<file path="src/rtl/rs_synd_16_8.sv">
// rs_synd_16_8: RS(16,8) syndrome calculator, GF(2^8) poly 0x11d, alpha = 0x02.
// Define RS_SYND_FRAME_CHK_EN to check din_eop framing and drive frame_err.

module gf256mul_dec #(
  parameter logic [7:0] B = 8'h02
) (
  input  logic [7:0] a,
  output logic [7:0] y
);

  logic [7:0] prod;
  logic [7:0] shf;

  // Shift-and-add against a constant; synthesis folds this into an XOR network.
  always_comb begin
    prod = '0;
    shf  = a;
    for (int i = 0; i < 8; i++) begin
      if (B[i]) prod = prod ^ shf;
      shf = {shf[6:0], 1'b0} ^ (shf[7] ? 8'h1d : 8'h00);
    end
    y = prod;
  end

endmodule

// state | meaning
// IDLE  | no frame open, sym_cnt == 0, waiting for sop
// ACC   | frame open, sym_cnt symbols (1..15) accumulated
module rs_synd_16_8 (
  input  logic        clk,
  input  logic        rst,
  input  logic        din_val,
  input  logic        din_sop,
  input  logic        din_eop,
  input  logic [7:0]  din,
  output logic        synd_val,
  output logic [63:0] synd,
  output logic        synd_nz,
  output logic        frame_err
);

  localparam int N_NUM = 16;
  localparam int R_NUM = 8;
  localparam logic [8*R_NUM-1:0] ALPHA_POW = 64'h1d80_4020_1008_0402;

  typedef enum logic {IDLE, ACC} state_t;

  state_t     state, state_nxt;
  logic [7:0] sym_cnt, cnt_nxt;
  logic [7:0] acc     [R_NUM];
  logic [7:0] acc_mul [R_NUM];
  logic [7:0] acc_nxt [R_NUM];
  logic [8*R_NUM-1:0] synd_nxt;
  logic       start, step, complete;
`ifdef RS_SYND_FRAME_CHK_EN
  logic       err;
`else
  logic       unused_eop;
  assign unused_eop = din_eop;
`endif

  for (genvar j = 0; j < R_NUM; j++) begin : g_mul
    gf256mul_dec #(.B(ALPHA_POW[8*j +: 8])) u_mul (
      .a (acc[j]),
      .y (acc_mul[j])
    );
  end

  assign start = din_val && din_sop;
  assign step  = din_val && !din_sop && (state == ACC);

  always_comb begin
    state_nxt = state;
    cnt_nxt   = sym_cnt;
    complete  = 1'b0;
`ifdef RS_SYND_FRAME_CHK_EN
    err       = 1'b0;
`endif
    if (start) begin
      state_nxt = ACC;
      cnt_nxt   = 8'd1;
`ifdef RS_SYND_FRAME_CHK_EN
      err       = (state == ACC);
`endif
    end else if (step) begin
      if (sym_cnt == 8'(N_NUM - 1)) begin
        state_nxt = IDLE;
        cnt_nxt   = '0;
`ifdef RS_SYND_FRAME_CHK_EN
        complete  = din_eop;
        err       = !din_eop;
`else
        complete  = 1'b1;
`endif
      end else begin
        cnt_nxt = sym_cnt + 8'd1;
`ifdef RS_SYND_FRAME_CHK_EN
        if (din_eop) begin
          state_nxt = IDLE;
          cnt_nxt   = '0;
          err       = 1'b1;
        end
`endif
      end
    end
  end

  always_comb begin
    synd_nxt = '0;
    for (int j = 0; j < R_NUM; j++) begin
      acc_nxt[j] = acc[j];
      if (start)
        acc_nxt[j] = din;
      else if (step)
        acc_nxt[j] = acc_mul[j] ^ din;
      synd_nxt[8*j +: 8] = acc_nxt[j];
    end
  end

  always_ff @(posedge clk or posedge rst) begin
    if (rst) begin
      state    <= IDLE;
      sym_cnt  <= '0;
      for (int j = 0; j < R_NUM; j++) acc[j] <= '0;
      synd     <= '0;
      synd_val <= 1'b0;
      synd_nz  <= 1'b0;
    end else begin
      state    <= state_nxt;
      sym_cnt  <= cnt_nxt;
      for (int j = 0; j < R_NUM; j++) acc[j] <= acc_nxt[j];
      synd_val <= complete;
      if (complete) begin
        synd    <= synd_nxt;
        synd_nz <= |synd_nxt;
      end
    end
  end

`ifdef RS_SYND_FRAME_CHK_EN
  always_ff @(posedge clk or posedge rst) begin
    if (rst) frame_err <= 1'b0;
    else     frame_err <= err;
  end
`else
  assign frame_err = 1'b0;
`endif

endmodule

</file>
<file path="config.mk">
export PLATFORM = sky130hd
export DESIGN_NAME = rs_synd_16_8
export DESIGN_NICKNAME = d
export VERILOG_FILES = /design/src/rtl/rs_synd_16_8.sv
export SDC_FILE = /design/constraint.sdc
export NUM_CORES = 1
export LEC_CHECK = 0
export CAP_MARGIN = 20
export CELL_PAD_IN_SITES_DETAIL_PLACEMENT = 1
export CELL_PAD_IN_SITES_GLOBAL_PLACEMENT = 1
export CORE_UTILIZATION = 30
export DETAILED_ROUTE_END_ITERATION = 10
export GPL_TIMING_DRIVEN = 0
export HOLD_SLACK_MARGIN = 0.15
export PLACE_DENSITY_LB_ADDON = 0.3
export SLEW_MARGIN = 20
export SYNTH_ARGS = -nofsm -noshare
export SYNTH_HDL_FRONTEND = slang
export SYNTH_SLANG_ARGS = --single-unit
</file>
<file path="constraint.sdc">
create_clock -name clk -period 6 [get_ports clk]
set_clock_uncertainty 0.15 [all_clocks]
set_input_delay 1.2 -clock clk [delete_from_list [all_inputs] [get_ports clk]]
set_output_delay 1.2 -clock clk [all_outputs]
set_load 0.05 [all_outputs]
</file>
==> metrics.cfg, run 1 <==
[status]
outcome = finished clean

[clock_tree]
path_clk_slew_ns = 0.07
cts_tree = done
ctsHoldBuffers = 0
post_cts_resized = 0
clockBufferDepth = 2
post_cts_buffers = 0
cts_buffers = 17
cts.sinks = 139
cts_root_buffer = clkbuf_16
clkLatencyLatePin_ns = 0.43
h-tree-depth = 4

[synthesis]
netlist_area_um2 = 7850
ys_seq_area_frac = 0.443
synthesis.nets = 917
syn_avg_cell_area_um2 = 8.70
synthTopCellsByCount = nand2_1 (204), dfrtp_1 (139), xnor2_1 (73)
synth-edff-count = 0
synth_top_area_frac = 0.443
synthFlopType = dfrtp_1
ys_top_cells_by_area = dfrtp_1 (44%), nand2_1 (9.7%), xnor2_1 (8.1%)
synthDistinctLibCells = 70
synth.most_common_cell = nand2_1
synth_top_area_cell = dfrtp_1
yosysWarnings = 0
synth-seq-cells = 139
ys_async_sr_fraction = 1.00
netlist_instances = 903

[routing]
viasPerCell = 5.51
vias = 7369
drtAntennaViolNets = 0
routedWlPerCell_um = 23.6
post-route-drc-count = 0
first_pass_iters = 5
drtIter0Drc = 525
wl_um = 31500

[power_and_ir_drop]
internal_power_mw = 2.54
switching_share = 0.420
power_density_nw_per_um2 = 454
combPwrFrac = 0.455
leakage_nw = 4.09
vdd_drop_max_mv = 0.166
pwr-share-seq = 0.294
pwr-share-clk = 0.251
finalPower_mw = 4.37
p_sw_mw = 1.83

[sta]
setup_viol_count_final = 0
setup_ws_ns = 1.02
fmax_mhz = 201
worst_pin_slew_ns = 0.977
fin_setup_tns_ns = 0
slew_headroom = 0.338
period_share = 0.830
hold_violations = 0
grt_setup_unrepaired = false
period_needed_ns = 4.98
timing.hold.ws_ns = 0.326
slew_viol_final = 0

[critical_path]
critPathLaunchType = input pin
required_ns = 6.15
crit_path_end_kind = register
startpoint = din_val
arrival_ns = 5.14
path_class = input pin to register
r2r-start = sym_cnt[0]$_DFFE_PP0P_
cp_max_fo = 10

[final_layout]
syn2layout_area_growth_pct = 22.4
design_area_um2 = 9610
fin_nets = 1009
diodes = 0
fin_cells = 1338
drive_gt1_frac = 0.0754
nFillCells = 3033
post-route-util = 0.378

[hold_path]
worstHoldStart = synd[29]$_DFFE_PP0P_
hold_class = register to register

[die]
core-area_um2 = 25400
die-height_um = 164
start_util = 0.309
die_x_um = 164
num_rows = 58
die_area_um2 = 26800
num_io_pins = 80

[placed_design]
place_congestion = 0.972
numPortBuffers = 72
dpl_cell_area_um2 = 9020
dp_cells = 1306
preCtsSetupSlack_ns = 0.659
dp.final_hpwl_um = 22400

[grt]
grt_max_degree = 79
track_usage = 0.243
grt_pass1_wl_um = 47600
gr-total-overflow = 0
grt_pass1_vias = 7281
antenna_found_initial = 0

[flow_run]
drv_cap = 0

## registers in the layout (all words and copies together) (netlist names)
register  cells
state         1
sym_cnt       8
synd_val      1
synd         64
synd_nz       1
acc          64
## critical path, stage by stage
cell and delay [ns]:
clkdlybuf4s50_1 0.50, buf_2 0.25, nand2_1 0.38, buf_2 0.42
buf_1 0.74, o211ai_1 0.20, o311ai_0 0.16, o31ai_1 0.20
nor3_1 0.54, nand4b_1 0.20, nor4_1 0.23, a21oi_1 0.11
## worst paths after layout
check                                             to  slack (ns)  depth (start not counted)
worst max-delay path             synd_nz$_DFFE_PP0P_        1.02                         12
worst min-delay path            synd[29]$_DFFE_PP0P_        0.33                          2
worst max register to register  synd[56]$_DFFE_PP0P_        2.21                         10
worst min register to register  synd[29]$_DFFE_PP0P_        0.33                          2
max in group asynchronous           acc[3]$_DFF_PP0_        3.89                          3
min in group asynchronous       synd[40]$_DFFE_PP0P_        1.05                          2
## cell usage in the layout, fill, tap and decap left out, types with 4 or more instances in the layout
| cell type | n |
|---|---|
| nor2b_1 | 6 |
| o311ai_0 | 4 |
| or3_1 | 6 |
| xor2_1 | 23 |
| buf_2 | 20 |
| inv_8 | 4 |
| o31ai_1 | 6 |
| nand4_1 | 7 |
| o21a_1 | 13 |
| o22ai_1 | 40 |
| dfrtp_1 | 139 |
| nor3_1 | 14 |
| clkbuf_1 | 47 |
| nand2b_1 | 5 |
| nand4b_1 | 4 |
| buf_1 | 8 |
| a21o_1 | 6 |
| nor4_1 | 8 |
| buf_4 | 4 |
| xnor2_1 | 73 |
| inv_6 | 6 |
| o32ai_1 | 4 |
| xnor3_1 | 6 |
| inv_1 | 17 |
| clkbuf_16 | 17 |
| clkdlybuf4s50_1 | 72 |
| a211oi_1 | 7 |
| o21ai_0 | 34 |
| nor2_1 | 48 |
| a31oi_1 | 9 |
| a21oi_1 | 57 |
| nand3_1 | 13 |
| nand2_1 | 204 |
| or2_2 | 4 |
## power by group through the flow
stage | sequential (mW) | combinational [mW] | clock, mW
6_report | 1.28 | 1.99 | 1.10
5_1_grt | 1.30 | 2.11 | 1.14
4_1_cts | 1.28 | 1.95 | 1.11
3_5_place_dp | 1.30 | 1.93 | 0
3_3_place_gp | 1.29 | 1.89 | 0
2_1_floorplan | 1.26 | 1.45 | 0
## final cells by class
class | count | area, um2 | area share
Multi-Input combinational cell | 662 | 3940 | 0.410
Clock buffer | 18 | 439 | 0.0457
Buffer | 81 | 353 | 0.0367
Clock inverter | 14 | 150 | 0.0156
Tap cell | 330 | 413 | 0.0430
Sequential cell | 139 | 3480 | 0.362
Inverter | 21 | 86.3 | 0.00898
Timing Repair Buffer | 73 | 748 | 0.0778
## routing by layer
layer	wire [um]	GRT usage	vias to the layer above
met3	2060	0.0389	75
met5	0	0	-
met2	14100	0.375	312
li1	-	-	3285
met1	14100	0.334	3697
met4	1260	0.108	0
## cell families (layout without fill, tap and decap cells)
family,count (synthesis),count (layout),synth area share
and+or+nand+nor,339,339,0.191
AOI/OAI and AO/OA,213,213,0.175
DFF,139,139,0.443
xor gates and xnor gates,105,105,0.130
buffers and inverters,102,207,0.0550
muxes,3,3,0.00398
adders and majority gates,1,1,0.00159
other,1,1,0.000477
Power figures use the tool's default switching activity.
==> inputs of run 2 (changes only) <==
Clock period 6 ns to 4.2 ns, I/O delays scaled along.
==> run 2 against run 1 <==
Global-route usage up 0.22 points. Worst setup slack worse by 0.82 ns. Die area unchanged. Register-to-register slack got worse by 1.4 ns. Clock-buffer cell count is 1 lower. Utilization increased by 0.099 points. Non-clock buffer count is 1 higher. Largest cell class unchanged. Critical path depth down 1.
==> metrics.cfg, run 2 (same netlist as run 1, synthesis figures left out) <==
[clock_tree]
clockBufferDepth = 2  ; unchanged
cts_buffers = 17  ; unchanged
cts_tree = done
cts_root_buffer = clkbuf_16
path_clk_slew_ns = 0.07  ; about the same
cts.sinks = 139  ; unchanged
h-tree-depth = 4  ; unchanged
ctsHoldBuffers = 0  ; unchanged
clkLatencyLatePin_ns = 0.44  ; about the same

[power_and_ir_drop]
switching_share = 0.423  ; +0.00369
pwr-share-seq = 0.299  ; +0.005
vdd_drop_max_mv = 0.234  ; +41%
p_sw_mw = 2.60  ; +42%
power_density_nw_per_um2 = 638  ; +40%
leakage_nw = 4.09  ; about the same
pwr-share-clk = 0.239  ; -0.012
combPwrFrac = 0.462  ; +0.007
internal_power_mw = 3.55  ; +40%

[routing]
viasPerCell = 5.49  ; -0.35%
drtIter0Drc = 571  ; +8.8%
vias = 7349  ; -0.27%
routedWlPerCell_um = 23.5  ; -0.27%
post-route-drc-count = 0  ; unchanged
wl_um = 31500  ; -0.19%
drtAntennaViolNets = 0  ; unchanged
first_pass_iters = 5  ; unchanged

[critical_path]
path_class = input pin to register
r2r-start = state$_DFFE_PP0P_
critPathLaunchType = input pin
crit_path_end_kind = register
timing.rr.end = synd_nz$_DFFE_PP0P_
arrival_ns = 4.17  ; -0.97 ns
cp_max_fo = 10  ; unchanged
required_ns = 4.36  ; -1.79 ns
reg2reg_depth = 10  ; unchanged
rrSetupSlack_ns = 0.80  ; -1.41 ns

[final_layout]
nFillCells = 3023  ; -0.33%
final_cell_mix = nand2_1 (204), dfrtp_1 (139), xnor2_1 (73)
post-route-util = 0.379  ; +0.000985
fin_nets = 1010  ; +0.099%
syn2layout_area_growth_pct = 22.7
diodes = 0  ; unchanged
fin_cells = 1339  ; +0.075%
layout_commonest_cell = nand2_1
top_regs = acc x64, synd x64, sym_cnt x8
drive_gt1_frac = 0.0823  ; +0.00686

[die]
die_area_um2 = 26800  ; unchanged
die_x_um = 164  ; unchanged
num_rows = 58  ; unchanged
core-area_um2 = 25400  ; unchanged
die-height_um = 164  ; unchanged
start_util = 0.309  ; unchanged
num_io_pins = 80  ; unchanged

[grt]
antenna_found_initial = 1  ; +1
met1_usage = 0.335  ; +0.000691
grt_max_degree = 33  ; -58%
grt_util_met2 = 0.371  ; -0.00424
grt_pass1_vias = 7564  ; +3.9%
met3_usage = 0.0490  ; +0.0101
grt_pass1_wl_um = 47900  ; +0.55%
gr-total-overflow = 0  ; unchanged
grt.busiest_layer = met2
track_usage = 0.245  ; +0.00216

[sta]
worst_pin_slew_ns = 1.06  ; +0.0833 ns
hold_violations = 0  ; unchanged
period_share = 0.952
period_needed_ns = 4.00
timing.hold.ws_ns = 0.324  ; -0.00156 ns
slew_headroom = 0.289  ; -0.0495
grt_setup_unrepaired = false
setup_viol_count_final = 0  ; unchanged
slew_viol_final = 0  ; unchanged
fmax_mhz = 250

[hold_path]
worstHoldStart = synd[46]$_DFFE_PP0P_
hold_class = register to register
worstHoldPathCells = 2  ; unchanged
hold_end = synd[46]$_DFFE_PP0P_

[placed_design]
dp_cells = 1309  ; +0.23%
numPortBuffers = 72  ; unchanged
place_congestion = 0.964  ; -0.83%
dp.final_hpwl_um = 22600  ; +0.81%

[status]
outcome = finished clean

[flow_run]
drv_cap = 0  ; unchanged

run 2: power by group through the flow:
stage	Combinational, mW	Sequential, mW	Clock [mW]
after floorplan	2.07	1.80	0
after global placement	2.69	1.85	0
after detailed placement	2.75	1.85	0
after CTS	2.78	1.83	1.50
after global routing	3.04	1.86	1.55
final	2.84	1.84	1.47
run 2: worst max path at each step:
stage | slack, ns | cells past startpoint | end | start
final | 0.20 | 11 | synd_nz$_DFFE_PP0P_ | din_val
after floorplan | 1.16 | 10 | synd_nz$_DFFE_PP0P_ | din_val
after global routing | 0.07 | 11 | synd_nz$_DFFE_PP0P_ | din_val
after global placement | -0.79 | 12 | synd_nz$_DFFE_PP0P_ | din_val
after detailed placement | -0.74 | 12 | synd_nz$_DFFE_PP0P_ | din_val
after CTS | 0.17 | 12 | synd_nz$_DFFE_PP0P_ | din_sop
run 2: area by class of cell:
class                   count  area, um2  share of cell area
clock inverters            15        134              0.0139
well taps                 330        413              0.0428
flip-flops and latches    139       3480               0.361
repair buffers             76        801              0.0831
clock buffers              17        425              0.0441
plain buffers              79        348              0.0361
multi-input cells         662       3960               0.410
inverters                  21       82.6             0.00857
run 2: critical path, stage by stage:
cell,delay [ns]
clkdlybuf4s50_1,0.57
buf_2,0.29
and2_1,0.19
clkbuf_1,0.58
nand2_1,0.14
xor2_1,0.21
a21oi_1,0.12
or4_1,0.39
or4b_1,0.60
nor3_2,0.14
a21oi_1,0.08
run 2: metal layers:
layer	vias to the layer above	part of all wire	wire length [um]
met3	81	0.067	2120
met2	289	0.44	13800
met5	-	0	0
met1	3694	0.45	14300
met4	0	0.042	1310
li1	3285	-	-
run 2: through the flow:
step           setup WS, ns  TNS [ns]  power (mW)  instance area (um2)
2_1_floorplan          1.16         0        3.87                 7860
3_3_place_gp         -0.794    -22.18        4.54                 8990
3_5_place_dp         -0.743    -24.96        4.60                 9070
4_1_cts               0.170         0        6.11                 9620
5_1_grt              0.0704         0        6.44                 9640
6_report              0.200         0        6.15                 9640
run 2: timing repair:
item | 4_1_cts | 5_1_grt
cloned | 0 | 0
endpoints found under the setup margin | 21 | 1
resized for setup | 0 | 5
buffers inserted | 0 | 0
